`config.mk`:
```
export PLATFORM = sky130hd
export DESIGN_NAME = mult_div_unit
export DESIGN_NICKNAME = d
export VERILOG_FILES = /design/src/rtl/mult_div_unit_pkg.sv /design/src/rtl/mult_div_unit.sv
export SDC_FILE = /design/constraint.sdc
export NUM_CORES = 1
export LEC_CHECK = 0
export CORE_MARGIN = 5
export CORE_UTILIZATION = 40
export CTS_CLUSTER_DIAMETER = 30
export DETAILED_ROUTE_END_ITERATION = 16
export PLACE_DENSITY = 0.66
export SYNTH_ARGS = -nofsm -noshare
export SYNTH_HDL_FRONTEND = slang
export SYNTH_SLANG_ARGS = --single-unit
```
`constraint.sdc`:
```
create_clock -name clk -period 5.8 [get_ports clk]
set_input_delay 0.87 -clock clk [delete_from_list [all_inputs] [get_ports clk]]
set_output_delay 0.87 -clock clk [all_outputs]
set_load 0.005 [all_outputs]
```
`src/rtl/mult_div_unit_pkg.sv`:
```
// Shared encodings for the multiply/divide unit: operation select codes and FSM states.
// Op codes mirror the MD_* controller encodings used by the decode stage.
package mult_div_unit_pkg;

  localparam logic [2:0] MD_NOP   = 3'b000;
  localparam logic [2:0] MD_MULT  = 3'b001;
  localparam logic [2:0] MD_MULTU = 3'b010;
  localparam logic [2:0] MD_DIV   = 3'b011;
  localparam logic [2:0] MD_DIVU  = 3'b100;
  localparam logic [2:0] MD_MTHI  = 3'b101;
  localparam logic [2:0] MD_MTLO  = 3'b110;

  localparam logic [1:0] MD_IDLE = 2'd0;
  localparam logic [1:0] MD_CALC = 2'd1;
  localparam logic [1:0] MD_FIX  = 2'd2;

  // Multi-cycle ops that occupy the unit.
  function automatic logic md_is_iter(input logic [2:0] op);
    return (op == MD_MULT) || (op == MD_MULTU) || (op == MD_DIV) || (op == MD_DIVU);
  endfunction

  function automatic logic md_is_signed(input logic [2:0] op);
    return (op == MD_MULT) || (op == MD_DIV);
  endfunction

  function automatic logic md_is_div(input logic [2:0] op);
    return (op == MD_DIV) || (op == MD_DIVU);
  endfunction

endpackage

```
`src/rtl/mult_div_unit.sv`:
```
// Iterative multiply/divide unit with HI/LO registers. Multiply and divide share one
// 2*WIDTH shift register and one WIDTH+1 adder; operands are held as magnitudes.
module mult_div_unit
  import mult_div_unit_pkg::*;
#(
  parameter int unsigned WIDTH = 32
) (
  input  logic             clk,
  input  logic             rst,
  input  logic             start,
  input  logic [2:0]       MDOp,
  input  logic [WIDTH-1:0] A,
  input  logic [WIDTH-1:0] B,
  output logic             busy,
  output logic             done,
  output logic [WIDTH-1:0] HI,
  output logic [WIDTH-1:0] LO
);

  localparam int unsigned CNT_W = $clog2(WIDTH) + 1;

  logic [1:0]         state_q, state_d;
  logic [CNT_W-1:0]   cnt_q, cnt_d;
  logic [2*WIDTH-1:0] acc_q, acc_d;
  logic [WIDTH-1:0]   b_q, b_d;
  logic               is_div_q, is_div_d;
  logic               neg_q_q, neg_q_d;
  logic               neg_r_q, neg_r_d;
  logic [WIDTH-1:0]   hi_q, hi_d;
  logic [WIDTH-1:0]   lo_q, lo_d;
  logic               done_q, done_d;

  // Operand magnitudes and result signs captured at the start edge.
  logic             sign_a, sign_b;
  logic [WIDTH-1:0] mag_a, mag_b;

  always_comb begin
    sign_a = md_is_signed(MDOp) & A[WIDTH-1];
    sign_b = md_is_signed(MDOp) & B[WIDTH-1];
    mag_a  = sign_a ? -A : A;
    mag_b  = sign_b ? -B : B;
  end

  // Shared adder: add for multiply, subtract (x + ~y + 1) for divide.
  logic [WIDTH:0] add_x, add_y, sum;

  always_comb begin
    add_x = is_div_q ? acc_q[2*WIDTH-1:WIDTH-1] : {1'b0, acc_q[2*WIDTH-1:WIDTH]};
    add_y = is_div_q ? ~{1'b0, b_q} : {1'b0, b_q};
    sum   = add_x + add_y + {{WIDTH{1'b0}}, is_div_q};
  end

  logic [2*WIDTH-1:0] step;

  always_comb begin
    if (is_div_q) begin
      // Restoring step: keep the difference only when it did not go negative.
      step = sum[WIDTH] ? {acc_q[2*WIDTH-2:0], 1'b0}
                        : {sum[WIDTH-1:0], acc_q[WIDTH-2:0], 1'b1};
    end else begin
      step = acc_q[0] ? {sum, acc_q[WIDTH-1:1]} : {1'b0, acc_q[2*WIDTH-1:1]};
    end
  end

  logic [2*WIDTH-1:0] prod_fix;
  logic [WIDTH-1:0]   quot_fix, rem_fix;

  always_comb begin
    prod_fix = neg_q_q ? -acc_q : acc_q;
    quot_fix = neg_q_q ? -acc_q[WIDTH-1:0] : acc_q[WIDTH-1:0];
    rem_fix  = neg_r_q ? -acc_q[2*WIDTH-1:WIDTH] : acc_q[2*WIDTH-1:WIDTH];
  end

  always_comb begin
    state_d  = state_q;
    cnt_d    = cnt_q;
    acc_d    = acc_q;
    b_d      = b_q;
    is_div_d = is_div_q;
    neg_q_d  = neg_q_q;
    neg_r_d  = neg_r_q;
    hi_d     = hi_q;
    lo_d     = lo_q;
    done_d   = 1'b0;

    case (state_q)
      MD_IDLE: begin
        if (start) begin
          if (md_is_iter(MDOp)) begin
            acc_d    = {{WIDTH{1'b0}}, mag_a};
            b_d      = mag_b;
            cnt_d    = '0;
            is_div_d = md_is_div(MDOp);
            // A zero divisor yields an all-ones quotient that must not be negated;
            // the remainder then restores to A through the dividend sign.
            neg_q_d  = (sign_a ^ sign_b) & ~(md_is_div(MDOp) && (B == '0));
            neg_r_d  = sign_a;
            state_d  = MD_CALC;
          end else if (MDOp == MD_MTHI) begin
            hi_d = A;
          end else if (MDOp == MD_MTLO) begin
            lo_d = A;
          end
        end
      end
      MD_CALC: begin
        acc_d = step;
        cnt_d = cnt_q + CNT_W'(1);
        if (cnt_q == CNT_W'(WIDTH - 1)) begin
          state_d = MD_FIX;
        end
      end
      MD_FIX: begin
        if (is_div_q) begin
          hi_d = rem_fix;
          lo_d = quot_fix;
        end else begin
          hi_d = prod_fix[2*WIDTH-1:WIDTH];
          lo_d = prod_fix[WIDTH-1:0];
        end
        done_d  = 1'b1;
        state_d = MD_IDLE;
      end
      default: state_d = MD_IDLE;
    endcase
  end

  always_ff @(posedge clk) begin
    if (rst) begin
      state_q  <= MD_IDLE;
      cnt_q    <= '0;
      acc_q    <= '0;
      b_q      <= '0;
      is_div_q <= 1'b0;
      neg_q_q  <= 1'b0;
      neg_r_q  <= 1'b0;
      hi_q     <= '0;
      lo_q     <= '0;
      done_q   <= 1'b0;
    end else begin
      state_q  <= state_d;
      cnt_q    <= cnt_d;
      acc_q    <= acc_d;
      b_q      <= b_d;
      is_div_q <= is_div_d;
      neg_q_q  <= neg_q_d;
      neg_r_q  <= neg_r_d;
      hi_q     <= hi_d;
      lo_q     <= lo_d;
      done_q   <= done_d;
    end
  end

  assign busy = (state_q != MD_IDLE);
  assign done = done_q;
  assign HI   = hi_q;
  assign LO   = lo_q;

endmodule

```
==> flow_summary_export.csv, run 1 <==
group,metric,value,unit
worst_setup_path,worst_ep_required_time,6.11,ns
route,routedWlPerCell,21.2,um
logic_synthesis,postSynthAreaPerCell,7.67,sq um
clocking,cts_tree,"yes",
place,preCtsSetupSlack,1.39,ns
worst_setup_path,path_class,"register to register",
clocking,cts_root_buf,"clkbuf_16",
sta,final.setup.tns,0,ns
sta,fin_crit,4.52,ns
logic_synthesis,synthTopCellsByArea,"dfxtp_1, mux2i_1, xnor2_1, xor2_1, nor2_1",
cells_and_area,final_nets,1978,
cells_and_area,fin_area,16300,sq um
logic_synthesis,ys_ff_latch,172,
worst_setup_path,ff2ff_setup_slack,1.28,ns
logic_synthesis,ys_warn_count,0,
route,viasPerCell,6.14,
worst_setup_path,max_stage_delay,0.85,ns
sta,slew_headroom,39.0,%
logic_synthesis,synth_seq_area_share,24.3,%
sta,rsz0062_at_grt,"no",
pwr,peakVddDrop,256,uV
place,placed_area,15700,sq um
min_path,hold_path.class,"register to register",
logic_synthesis,synthCells,1850,
sta,finalSetupViolCount,0,
floorplanning,die_w,198,um
cells_and_area,post-route-util,46.3,%
sta,tightest_slew,0.915,ns
logic_synthesis,synth_top_cell_area_share,24.3,%
sta,finalCritPeriodShare,77.9,%
clocking,cts-resized-gates,0,
grt,grt_use_total,24.8,%
worst_setup_path,arrival,4.83,ns
route,top_layer,"met4",
route,wl,49800,um
cells_and_area,regArea,3450,sq um
cells_and_area,n_antenna_cell,0,
place,routabilityCongestion,0.942,
grt,grt_pass1_wl,77700,um
worst_setup_path,cp_slowest_cell,"dfxtp_4",
sta,setup_slack,1.28,ns
clocking,clock-sinks,172,
worst_setup_path,cp_top_family,"simple AND/OR/NAND/NOR gates",
route,m1WireLength,21400,um
logic_synthesis,synth_top_cell_by_area,"dfxtp_1",
worst_setup_path,crit_path_start_kind,"register",
floorplanning,rows,69,
cells_and_area,multi_input_area,10000,sq um
sta,skew,0.0212,ns
clocking,cts_buffers,17,
grt,grt_max_degree,86,
route,wl_met3,4120,um
clocking,insertion_delay,0.47,ns
logic_synthesis,synth_most_common_cell,"nor2_1",
grt,overflow,0,
route,dr_wl_met2,22700,um
worst_setup_path,cp_max_fo,57,
sta,slew_viol_final,0,
run_status,status,"complete, no violations",
place,dp_hpwl,37400,um
cells_and_area,nFillCells,3554,
worst_setup_path,critPathCaptureType,"register",
floorplanning,ioPinCount,136,
sta,hold_viol_final,0,
worst_setup_path,crit_top_cell,"buf_4",
floorplanning,die_area,39300,sq um
route,drt-pass1-iter-count,6,
logic_synthesis,synth_ff_type,"dfxtp_1",
worst_setup_path,path_cells,"buf_4 > xor2_1 > ha_1 > nand4_1 > or4_1 > nor4_4 > o21ai_2 > nand3_2 > buf_4 > mux2i_1 > o221ai_1",
logic_synthesis,ys_async_sr_fraction,0,%
pwr,p_leak,6.06,nW
logic_synthesis,synth.net_count,1957,
route,drc,0,
run,max_cap_viol_count,0,
clocking,htree_levels,4,
floorplanning,coreArea,35300,sq um
grt,grt_pass1_vias,13300,
worst_setup_path,crit_buf_inv,2,
pwr,p_total,0.00430,W
logic_synthesis,synth_cell_types,99,
place,port_buffers,135,
clocking,clockBufferDepth,2,
pwr,p_per_area,263,nW/um^2
logic_synthesis,synth_edf_count,0,
clocking,clkTransAtPathRegs,0.08,ns
clocking,postCtsSetupRepairBufs,0,
sta,clock.fmax,221,MHz
route,first_iter_violations,1405,
route,vias,14400,
floorplanning,die_h,198,um
cells_and_area,final_layout_size_suffix_gt1_share,7.70,%
logic_synthesis,synth_top_cells_by_count,"nor2_1, nand2_1, dfxtp_1",
grt,antenna_found_initial,0,
route,final_antenna_net_count,0,
logic_synthesis,syn_area,14200,sq um
cells_and_area,area_delta_synth_final,15.2,%
floorplanning,initial_core_util,40.2,%
clocking,hold_buffers,0,
-- worst min-delay path: stages, from the launching register on --
cell,delay (ns)
dfxtp_1,0.31
nand2_1,0.05
a21oi_1,0.05
-- report_power, final --
part	leakage, nW	switching (W)	total [W]	internal [W]
combinational	4.35	0.000984	0.00161	0.000623
clock	0.303	0.000534	0.00125	0.000719
sequential	1.40	0.000166	0.00144	0.00127
-- logic make-up after synthesis --
| logic type | share of synthesized area [%] |
|---|---|
| AO/OA/AOI/OAI | 26.6 |
| XOR/XNOR | 10.7 |
| AND/OR/NAND/NOR | 21.1 |
| multiplexers | 8.76 |
| flip-flops | 24.3 |
| adder cells (fa/ha/maj) | 3.31 |
| buffers and inverters | 5.32 |
-- routing by layer --
layer / global-route usage (%) / vias to the layer above
met3: 3.95 / 81
met1: 33.9 / 6793
met4: 8.62 / 0
li1: - / 6854
met2: 39.9 / 663
met5: 0 / -
-- cells in the final DEF, fill, tap and decap left out, drive strengths merged, types with 21 or more instances in the layout --
cell	netlist	layout
dfxtp	172	172
xor2	82	82
nor3	40	40
clkbuf	132	21
a31oi	27	27
a211oi	90	90
xnor2	91	91
or4	23	23
clkdlybuf4s50	0	134
o31ai	31	31
o211ai	30	30
o21ai	105	105
buf	29	29
nand4	23	23
nand2	177	177
or3	27	27
a21oi	133	133
mux2	34	34
nand3	39	39
nor4	26	26
nor2	185	185
ha	36	36
inv	28	32
mux2i	86	86
-- layout make-up --
cell class	count	share of cell area (%)
inverters	29	0.666
clock inverters	11	0.957
clock buffers	21	2.88
well taps	461	3.53
multi-input cells	1488	61.3
repair buffers	163	9.54
flip-flops and latches	172	21.1
-- metrics by stage --
stage,std cells,hold slack (ns)
after global routing,2345,0.471
after global placement,2313,0.449
after CTS,2345,0.457
after floorplan,1850,0.437
after detailed placement,2313,0.448
final,2345,0.456
-- state kept, by name (all words and copies together) (netlist names) --
name and cells:
state_q 2, neg_q_q 1, is_div_q 1, HI 32
cnt_q 6, done 1, LO 32, b_q 32
acc_q 64, neg_r_q 1
-- final timing paths --
kind	start	to	cells after the start
min reg2reg	HI[13]	HI[13]	2
max reg2reg	is_div_q	acc_q[37]	11
min	HI[13]	HI[13]	2
max	is_div_q	acc_q[37]	11
Power figures use the tool's default switching activity.
==> run 2: changes to the inputs <==
Settings changed: PLACE_DENSITY 0.66 to 0.68.
Clock period 5.8 ns to 3.8 ns, I/O delays scaled along.
==> run 2 against run 1 <==
Effect of this change:
- critical path depth increased by 2
- setup slack worse by 1.2 ns
- worst hold slack improved by 0.0022 ns
- critical path type unchanged
- count of clock-buffer cells in the layout is 3 lower
- largest power group unchanged
- sequential power is 47% higher
==> flow_summary_export.csv, run 2 (synthesis results as in run 1) <==
group,metric,value,unit
sta,slew_headroom,38.7,%
clocking,cts_root_buf,"clkbuf_16",
run,max_cap_viol_count,0,
cells_and_area,final_cell_mix,"nor2_1, nand2_1, dfxtp_1",
clocking,clkTransAtPathRegs,0.09,ns
floorplanning,die_w,198,um
grt,antenna_found_initial,0,
min_path,hold_path.class,"register to register",
worst_setup_path,max_stage_delay,0.52,ns
min_path,hp-start,"HI[8]",
clocking,clockBufferDepth,2,
run_status,status,"complete, no violations",
cells_and_area,area_delta_synth_final,20.9,%
grt,grt_pass1_vias,14100,
cells_and_area,top_register,"acc_q",
clocking,clock-sinks,172,
floorplanning,initial_core_util,40.2,%
route,wl,52500,um
cells_and_area,final_nets,2078,
worst_setup_path,arrival,4.00,ns
pwr,p_per_area,393,nW/um^2
sta,finalCritPeriodShare,97.4,%
cells_and_area,post-route-util,48.6,%
route,first_iter_violations,1477,
route,viasPerCell,6.13,
clocking,cts_buffers,17,
grt,overflow,0,
cells_and_area,nFillCells,3494,
clocking,insertion_delay,0.46,ns
route,vias,15000,
place,dp_hpwl,39700,um
grt,grt_max_degree,77,
worst_setup_path,reg2reg_to,"acc_q[57]",
sta,fin_crit,3.70,ns
sta,rsz0062_at_grt,"yes",
pwr,p_leak,6.57,nW
worst_setup_path,cp_max_fo,14,
worst_setup_path,crit_path_start_kind,"register",
cells_and_area,regArea,3450,sq um
sta,hold_viol_final,0,
route,final_antenna_net_count,0,
cells_and_area,final_layout_size_suffix_gt1_share,12.7,%
worst_setup_path,reg2reg_from,"is_div_q",
sta,clock.fmax,270,MHz
min_path,hold_end,"HI[8]",
cells_and_area,multi_input_area,10100,sq um
floorplanning,rows,69,
route,top_layer,"met4",
clocking,cts_tree,"yes",
floorplanning,coreArea,35300,sq um
route,dr_wl_met2,24500,um
worst_setup_path,ff2ff_setup_slack,0.1,ns
worst_setup_path,path_class,"register to register",
sta,finalSetupViolCount,0,
cells_and_area,final_common_cell,"nor2_1",
clocking,hold_buffers,0,
route,routedWlPerCell,21.5,um
worst_setup_path,path_cells,"buf_6 > mux2_2 > ha_1 > a211oi_2 > o211ai_2 > a2111oi_4 > o31a_1 > buf_4 > o211ai_2 > nand3_4 > buf_4 > mux2i_1 > o221ai_1",
sta,skew,0.0187,ns
min_path,holdPathStages,2,
clocking,htree_levels,4,
sta,tightest_slew,0.919,ns
grt,grt_pass1_wl,80400,um
pwr,p_total,0.00674,W
sta,slew_viol_final,0,
route,drt-pass1-iter-count,5,
pwr,peakVddDrop,355,uV
place,routabilityCongestion,1.02,
cells_and_area,largest_reg_flops,64,
route,m1WireLength,22100,um
sta,holdWs,0.458,ns
grt,grt_use_total,25.7,%
floorplanning,die_h,198,um
floorplanning,ioPinCount,136,
place,port_buffers,135,
worst_setup_path,cp_slowest_cell,"dfxtp_4",
worst_setup_path,reg2reg_depth,13,
floorplanning,die_area,39300,sq um
route,wl_met3,3980,um
worst_setup_path,worst_ep_required_time,4.10,ns
worst_setup_path,critPathCaptureType,"register",
route,drc,0,
## run 2: per-stage QoR
stage | cells | area [sq um] | setup WS [ns] | TNS, ns
after floorplan | 1850 | 14300 | -0.0616 | -0.0757
after global placement | 2411 | 16500 | 0.0653 | 0
after detailed placement | 2411 | 16500 | 0.0476 | 0
after CTS | 2443 | 17100 | 0.0334 | 0
after global routing | 2445 | 17200 | -0.0163 | -0.0163
final | 2446 | 17200 | 0.0988 | 0
## run 2: how the worst max path moves through the flow
stage                  start   endpoint  slack [ns]  cells after the start
floorplan           is_div_q  acc_q[59]       -0.06                     15
global placement       A[10]  acc_q[29]        0.07                      9
detailed placement     A[10]  acc_q[27]        0.05                      9
CTS                 is_div_q  acc_q[57]        0.03                     13
global route        is_div_q  acc_q[57]       -0.02                     13
finish              is_div_q  acc_q[57]         0.1                     13
## run 2: final cells by class
cell class	count	share of cell area, %
clock inverter	14	0.999
inverter	29	0.634
tap	461	3.36
clock buffer	18	2.50
sequential	172	20.1
timing repair buffer	263	13.7
multi-input combinational	1488	58.7
antenna	1	0.0146
## run 2: critical path, delay by kind of cell, from the launching register on
family	cells	cell delay, ns
adders and majority gates	1	0.33
buffers and inverters	3	0.53
DFF	1	0.52
and+or+nand+nor	1	0.15
muxes	2	0.53
AOI/OAI and AO/OA	6	1.45
## run 2: routing by layer
| metal | global-route usage [%] | vias up |
|---|---|---|
| li1 | - | 7033 |
| met5 | 0 | - |
| met1 | 33.4 | 7160 |
| met2 | 42.7 | 688 |
| met4 | 10.2 | 0 |
| met3 | 3.95 | 118 |
## run 2: repair_timing
item,4_1_cts,5_1_grt
setup buffers,0,2
resized for setup,0,3
setup endpoints to repair,0,23
hold endpoints to repair,0,0
## run 2: report_power, final
| part | leakage [nW] | internal (W) | switching, W | total, W |
|---|---|---|---|---|
| clock network | 0.293 | 0.000944 | 0.000906 | 0.00185 |
| registers | 1.40 | 0.00194 | 0.000175 | 0.00211 |
| logic | 4.87 | 0.00111 | 0.00167 | 0.00278 |
| total | 6.57 | 0.00399 | 0.00275 | 0.00674 |
